File: config.mk
export PLATFORM = sky130hd
export DESIGN_NAME = graph_mem_arbiter
export DESIGN_NICKNAME = d
export VERILOG_FILES = /design/src/rtl/graph_mem_pkg.sv /design/src/rtl/rr_picker.sv /design/src/rtl/graph_mem_arbiter.sv
export SDC_FILE = /design/constraint.sdc
export NUM_CORES = 2
export LEC_CHECK = 0
export BUFFER_PORTS_ARGS = -buffer_cell sky130_fd_sc_hd__buf_2
export CAP_MARGIN = 20
export CELL_PAD_IN_SITES_DETAIL_PLACEMENT = 1
export CELL_PAD_IN_SITES_GLOBAL_PLACEMENT = 1
export CORE_AREA = 2 2 504 506
export DETAILED_ROUTE_END_ITERATION = 10
export DIE_AREA = 0 0 506 508
export PLACE_DENSITY = 0.54
export SKIP_LAST_GASP = 1
export SLEW_MARGIN = 20
export SYNTH_ARGS = -nofsm -noshare
export SYNTH_HDL_FRONTEND = slang
export SYNTH_SLANG_ARGS = --single-unit
File: constraint.sdc
create_clock -name clk_in -period 13.6 [get_ports clk_in]
set_input_delay 0 -clock clk_in [delete_from_list [all_inputs] [get_ports clk_in]]
set_output_delay 0 -clock clk_in [all_outputs]
set_load 0.05 [all_outputs]
File: src/rtl/graph_mem_pkg.sv
// Shared types for the graph memory arbiter.
// Tag bundle carried alongside each in-flight BRAM read.
package graph_mem_pkg;

  localparam int GM_ADDR_W    = 32;
  localparam int GM_PROC_BITS = 4;

  typedef enum logic {
    REQ_ROWIDX = 1'b0,
    REQ_DATA   = 1'b1
  } req_kind_e;

  typedef struct packed {
    logic                    valid;
    logic [GM_PROC_BITS-1:0] id;
  } mem_tag_t;

endpackage

File: src/rtl/rr_picker.sv
// Round-robin picker: first request at or after ptr.
// Wraps modulo N; N must be 2**W.
module rr_picker #(
  parameter int N = 16,
  parameter int W = 4
) (
  input  logic [N-1:0] req,
  input  logic [W-1:0] ptr,
  output logic [N-1:0] grant,
  output logic [W-1:0] idx,
  output logic         found
);

  logic [W-1:0] j;

  // scan from ptr, keep the first hit
  always_comb begin
    grant = '0;
    idx   = '0;
    found = 1'b0;
    j     = '0;
    for (int k = 0; k < N; k++) begin
      j = ptr + W'(k);
      if (!found && req[j]) begin
        found = 1'b1;
        idx   = j;
      end
    end
    if (found) grant[idx] = 1'b1;
  end

endmodule

File: src/rtl/graph_mem_arbiter.sv
// Shares graph_memory among NUM_PROC walkers.
// RR grant per port, tagged fixed-latency return.
module graph_mem_arbiter
  import graph_mem_pkg::*;
#(
  parameter int NUM_PROC  = 16,
  parameter int PROC_BITS = 4,
  parameter int MEM_LAT   = 2
) (
  input  logic                    clk_in,
  input  logic                    rst_n_in,
  input  logic [NUM_PROC-1:0]     req_valid,
  input  logic [NUM_PROC-1:0]     req_kind,
  input  logic [NUM_PROC*32-1:0]  req_addr,
  output logic [NUM_PROC-1:0]     req_ready,
  output logic [32+PROC_BITS-1:0] idx_addr,
  output logic                    idx_validin,
  output logic [32+PROC_BITS-1:0] data_addra,
  output logic [32+PROC_BITS-1:0] data_addrb,
  output logic                    data_validina,
  output logic                    data_validinb,
  input  logic [31:0]             rowidx_out,
  input  logic [31:0]             data_outa,
  input  logic [31:0]             data_outb,
  output logic [NUM_PROC-1:0]     resp_valid,
  output logic [NUM_PROC*32-1:0]  resp_data
);

  localparam int AW = GM_ADDR_W;
  localparam int TW = AW + PROC_BITS;
  localparam int NP = 3;

  logic [NUM_PROC-1:0]  cand_idx, cand_dat, mask_b;
  logic [NUM_PROC-1:0]  gnt_i, gnt_a, gnt_b;
  logic [PROC_BITS-1:0] idx_i, idx_a, idx_b, ptr_b;
  logic                 found_i, found_a, found_b;

  logic [PROC_BITS-1:0] rr_idx_q, rr_idx_d;
  logic [PROC_BITS-1:0] rr_data_q, rr_data_d;

  logic          iss_valid_q [NP];
  logic          iss_valid_d [NP];
  logic [TW-1:0] iss_addr_q  [NP];
  logic [TW-1:0] iss_addr_d  [NP];

  mem_tag_t tag_q [NP][MEM_LAT];
  mem_tag_t tag_d [NP][MEM_LAT];

  logic [AW-1:0] mem_rd [NP];

  logic [NUM_PROC-1:0]    resp_valid_q, resp_valid_d;
  logic [NUM_PROC*32-1:0] resp_data_q, resp_data_d;

  // split requests by kind
  always_comb begin
    cand_idx = '0;
    cand_dat = '0;
    for (int i = 0; i < NUM_PROC; i++) begin
      cand_dat[i] = req_valid[i] &
        (req_kind_e'(req_kind[i]) == REQ_DATA);
      cand_idx[i] = req_valid[i] &
        (req_kind_e'(req_kind[i]) == REQ_ROWIDX);
    end
  end

  assign mask_b = cand_dat & ~gnt_a;
  assign ptr_b  = idx_a + PROC_BITS'(1);

  rr_picker #(.N(NUM_PROC), .W(PROC_BITS)) u_pick_i (
    .req   (cand_idx),
    .ptr   (rr_idx_q),
    .grant (gnt_i),
    .idx   (idx_i),
    .found (found_i)
  );

  rr_picker #(.N(NUM_PROC), .W(PROC_BITS)) u_pick_a (
    .req   (cand_dat),
    .ptr   (rr_data_q),
    .grant (gnt_a),
    .idx   (idx_a),
    .found (found_a)
  );

  rr_picker #(.N(NUM_PROC), .W(PROC_BITS)) u_pick_b (
    .req   (mask_b),
    .ptr   (ptr_b),
    .grant (gnt_b),
    .idx   (idx_b),
    .found (found_b)
  );

  assign req_ready = (gnt_i | gnt_a | gnt_b) & {NUM_PROC{rst_n_in}};

  // pointer advance and issue register next state
  always_comb begin
    rr_idx_d = found_i ? idx_i + PROC_BITS'(1) : rr_idx_q;
    rr_data_d = rr_data_q;
    if (found_b)      rr_data_d = idx_b + PROC_BITS'(1);
    else if (found_a) rr_data_d = idx_a + PROC_BITS'(1);

    iss_valid_d[0] = found_i;
    iss_valid_d[1] = found_a;
    iss_valid_d[2] = found_b;
    iss_addr_d[0]  = found_i ?
      {idx_i, req_addr[AW*idx_i +: AW]} : iss_addr_q[0];
    iss_addr_d[1]  = found_a ?
      {idx_a, req_addr[AW*idx_a +: AW]} : iss_addr_q[1];
    iss_addr_d[2]  = found_b ?
      {idx_b, req_addr[AW*idx_b +: AW]} : iss_addr_q[2];
  end

  assign mem_rd[0] = rowidx_out;
  assign mem_rd[1] = data_outa;
  assign mem_rd[2] = data_outb;

  // tag shift and response steering
  always_comb begin
    resp_valid_d = '0;
    resp_data_d  = resp_data_q;
    for (int p = 0; p < NP; p++) begin
      tag_d[p][0].valid = iss_valid_q[p];
      tag_d[p][0].id    = iss_addr_q[p][AW +: GM_PROC_BITS];
      for (int s = 1; s < MEM_LAT; s++)
        tag_d[p][s] = tag_q[p][s-1];
      if (tag_q[p][MEM_LAT-1].valid) begin
        resp_valid_d[tag_q[p][MEM_LAT-1].id] = 1'b1;
        resp_data_d[AW*tag_q[p][MEM_LAT-1].id +: AW] = mem_rd[p];
      end
    end
  end

  // state registers
  always_ff @(posedge clk_in or negedge rst_n_in) begin
    if (!rst_n_in) begin
      rr_idx_q     <= '0;
      rr_data_q    <= '0;
      resp_valid_q <= '0;
      resp_data_q  <= '0;
      for (int p = 0; p < NP; p++) begin
        iss_valid_q[p] <= 1'b0;
        iss_addr_q[p]  <= '0;
        for (int s = 0; s < MEM_LAT; s++)
          tag_q[p][s] <= '0;
      end
    end else begin
      rr_idx_q     <= rr_idx_d;
      rr_data_q    <= rr_data_d;
      resp_valid_q <= resp_valid_d;
      resp_data_q  <= resp_data_d;
      for (int p = 0; p < NP; p++) begin
        iss_valid_q[p] <= iss_valid_d[p];
        iss_addr_q[p]  <= iss_addr_d[p];
        for (int s = 0; s < MEM_LAT; s++)
          tag_q[p][s] <= tag_d[p][s];
      end
    end
  end

  // no requester may appear on two ports at one stage
  always @(posedge clk_in) begin
    if (rst_n_in) begin
      for (int s = 0; s < MEM_LAT; s++)
        for (int p = 0; p < NP; p++)
          for (int q = p + 1; q < NP; q++)
            assert (!(tag_q[p][s].valid && tag_q[q][s].valid &&
                      tag_q[p][s].id == tag_q[q][s].id));
    end
  end

  assign idx_validin   = iss_valid_q[0];
  assign data_validina = iss_valid_q[1];
  assign data_validinb = iss_valid_q[2];
  assign idx_addr      = iss_addr_q[0];
  assign data_addra    = iss_addr_q[1];
  assign data_addrb    = iss_addr_q[2];
  assign resp_valid    = resp_valid_q;
  assign resp_data     = resp_data_q;

endmodule

==> results.md <==
- Status: finished, final reports clean
- Synth Area in XOR/XNOR: 0.736%
- Netlist cell types: 108
- Number of synthesized flops with an enable pin: 0
- Synth warn: 0
- Die Height: 508 um
- Hold Fails Final Rpt: 0
- Post-detailed-route wirelength per cell: 36.0 um
- Sequential Area: 16900 um^2
- Unrepaired setup endpoints after global routing: no
- Critical Path AT: 13.55 ns
- Post-route ant nets: 0
- Vias per Instance: 5.88
- Worst slack, placed: 2.23 ns
- Final RePlAce weighted congestion: 0.997
- IO Pins: 1297
- Clock transition at path regs: 0.07 ns
- Final setup fails: 0
- Worst Hold Depth: 7
- Vias in the first global route: 74898
- Critical path class: flip-flop to flip-flop
- Synthesized instance count: 7913
- Post-synth top flop: dfrtp_1
- Complex-gate fraction of the synthesized area: 24.4%
- Layout cells sized above 1: 21.1%
- Die area: 257000 um^2
- Setup TNS: 0 ns
- DR pass1 iterations: 6
- Main combinational cell family by area after synthesis: simple AND/OR/NAND/NOR gates
- Drt total wl: 460000 um
- Critical R2R Capture: data_addrb[25]$_DFFE_PN0P_
- Global-route wire length before repair: 627000 um
- Clock sink count: 677
- Core Region: 252000 um^2
- First DRT Iteration DRCs: 7994
- Post-synthesis mux area share: 13.3%
- Area of the multi-input gates: 38900 um^2
- Crit-path max FO: 74
- Hold Startpoint: req_addr[222]
- Top cells by area, synth: dfrtp_1 (29%), nand2_1 (13%), mux2i_1 (7.4%)
- Synth Register Bits: 677
- R2r startpoint: rr_data_q[1]$_DFFE_PN0P_
- Max clock buf depth: 3
- Later-pin clock latency in the skew report: 0.81 ns
- Worst clock skew: 0.108 ns
- CP required: 14.22 ns
- Aggregate global routing overflow: 0
- Antenna violations before repair: 196
- Final period util: 95.1%
- GRT Resource Usage Total: 34.2%
- Syn Nets: 8603
- Syn Std Cell Area: 58800 um^2
- Non-filler cells, final: 12802
- Dpl hpwl: 333000 um
- Worst Hold Class: input port to flip-flop
- Post-CTS Setup Inserts: 0
- Reg2Reg Depth: 33
- CP Launch Type: flip-flop
- Share of Yosys cell area claimed by the top area cell type: 28.8%
- Min setup slack post-route: 0.673 ns
- Endpoint, Worst Hold: data_addra[30]$_DFFE_PN0N_
- Critical Path Slowest Stage Cell: nor4_1
- Register area share after synthesis: 28.8%
- Dpl cells: 11962
- I/O Buffers: 1296
- Die width: 506 um
- Root buffer cell: clkbuf_16
- Residual DRC: 0
- FF-to-FF setup slack: 0.67 ns
- Peak Freq: 77.4 MHz
- Largest stage delay, worst path: 0.81 ns
- Synth Area in Simple Gates: 26.0%
- Nature of the critical path endpoint: flip-flop
- Layout area overhead: 31.0%
- Largest net degree at the start of global routing: 135
- Tightest Pin Transition: 1.20 ns
- DR vias: 75325
- Inserted Clock Buffers: 100
- CTS tree: done
- CTS H-tree lvls: 3
- Cell taking the most area after synthesis: dfrtp_1
- Fillers: 30685
- Starting Density: 23.3%
- Post-synthesis adder-cell area fraction: 1.02%
- Placement Rows: 185
- Minimum clock period: 12.93 ns
- Syn avg cell area: 7.43 um^2
- Worst slew margin: 19.9%
- Synth async-reset ratio: 100%
- Nets@finish: 9917
- Max Cap Viol: 0
- Max-slew violation count: 0
placed cells by master (no fill, tap or decap), types with 27 or more instances in the layout:
cell           count
nand2_1         1971
buf_2           1295
dfrtp_1          676
o21ai_0          662
nand3_1          592
dlygate4sd3_1    528
a21oi_1          475
mux2i_1          433
o211ai_1         318
nor2_1           304
buf_4            148
nor3_1           142
diode_2          134
mux4_2           108
a31oi_1          103
clkbuf_16        100
mux2_2            93
a211oi_1          80
and3_1            79
o311ai_0          76
nor2b_1           67
o31ai_1           63
a221oi_1          56
nand4_1           55
a32o_1            54
o22ai_1           48
ha_1              48
and2_1            46
a311oi_1          43
a32oi_1           39
inv_1             38
clkbuf_1          27
cells in the mapped netlist (all sizes together) (39+ instances only):
cell and n:
nand2 1994, dfrtp 677, o21ai 666, nand3 608
clkbuf 599, a21oi 477, mux2i 434, nor2 326
o211ai 318, buf 171, nor3 151, mux4 108
a31oi 104, mux2 94, and3 82, a211oi 80
o311ai 79, nor2b 68, o31ai 63, a221oi 57
nand4 55, a32o 54, and2 51, ha 48
o22ai 48, a311oi 44, inv 43, a32oi 39
stage by stage:
stage                     hold slack (ns)  area [um^2]  utilization (%)
after floorplan                    -0.296        58800                -
after global placement             0.0834        68000             27.0
after detailed placement           0.0832        68000             27.0
after CTS                         0.00473        76700             30.4
after global routing               0.0571        76900             30.5
final                              0.0247        77000             30.5
final cells by class:
type                       count  area share (%)
inverter                      47           0.250
clock inverter                31           0.598
tap                         3366            5.47
sequential                   677            22.0
multi-input combinational   6419            50.5
timing repair buffer        1982            17.0
antenna                      134           0.435
clock buffer                 146            3.72
flip-flops by register name (all words and copies together) (netlist names):
name / cells
data_addra: 36
data_addrb: 36
data_validina: 1
data_validinb: 1
idx_addr: 36
idx_validin: 1
resp_data: 512
resp_valid: 16
rr_data_q: 4
rr_idx_q: 4
tag_d: 15
tag_q: 15
how the worst max path moves through the flow:
stage | start | endpoint
after floorplan | rr_data_q[1]$_DFFE_PN0P_ | req_ready[4]
after CTS | rr_data_q[1]$_DFFE_PN0P_ | data_addrb[15]$_DFFE_PN0P_
after global routing | rr_data_q[1]$_DFFE_PN0P_ | data_addrb[15]$_DFFE_PN0P_
after detailed placement | rr_data_q[1]$_DFFE_PN0P_ | data_addrb[27]$_DFFE_PN0P_
after global placement | rr_data_q[1]$_DFFE_PN0P_ | data_addrb[22]$_DFFE_PN0P_
final | rr_data_q[1]$_DFFE_PN0P_ | data_addrb[25]$_DFFE_PN0P_
cells by family (layout without fill, tap and decap cells):
logic type,count (synthesis),count (layout)
fa+ha+maj,48,48
mux,636,636
buf+inv,817,2206
xor+xnor,42,42
compound gates,2221,2221
simple gates,3472,3472
flops,677,677
other cells,0,134
layer usage:
layer | wire [um] | global-route usage [%] | up-vias
li1 | - | - | 31704
met4 | 39200 | 25.1 | 74
met5 | 485 | 0 | -
met1 | 175000 | 40.5 | 38494
met2 | 206000 | 53.9 | 3968
met3 | 40200 | 8.48 | 1085
critical path, delay by kind of cell (launching register included):
family / cells / cell delay [ns]
buffers and inverters: 11 / 4.44
multiplexers: 4 / 0.75
AND/OR/NAND/NOR: 6 / 2.87
AO/OA/AOI/OAI: 9 / 3.24
adder cells (fa/ha/maj): 2 / 0.58
flip-flops: 1 / 0.32
XOR/XNOR: 1 / 0.35
repair_timing:
| action | in CTS | in global routing |
|---|---|---|
| hold buffers | 529 | 0 |
| endpoints found under the hold margin | 750 | 0 |
| setup endpoints to repair | 0 | 5 |
| gates resized for setup | 0 | 3 |
Power is not shown: default switching activity piles up to over one toggle a cycle in this logic, so the estimate is an artifact.
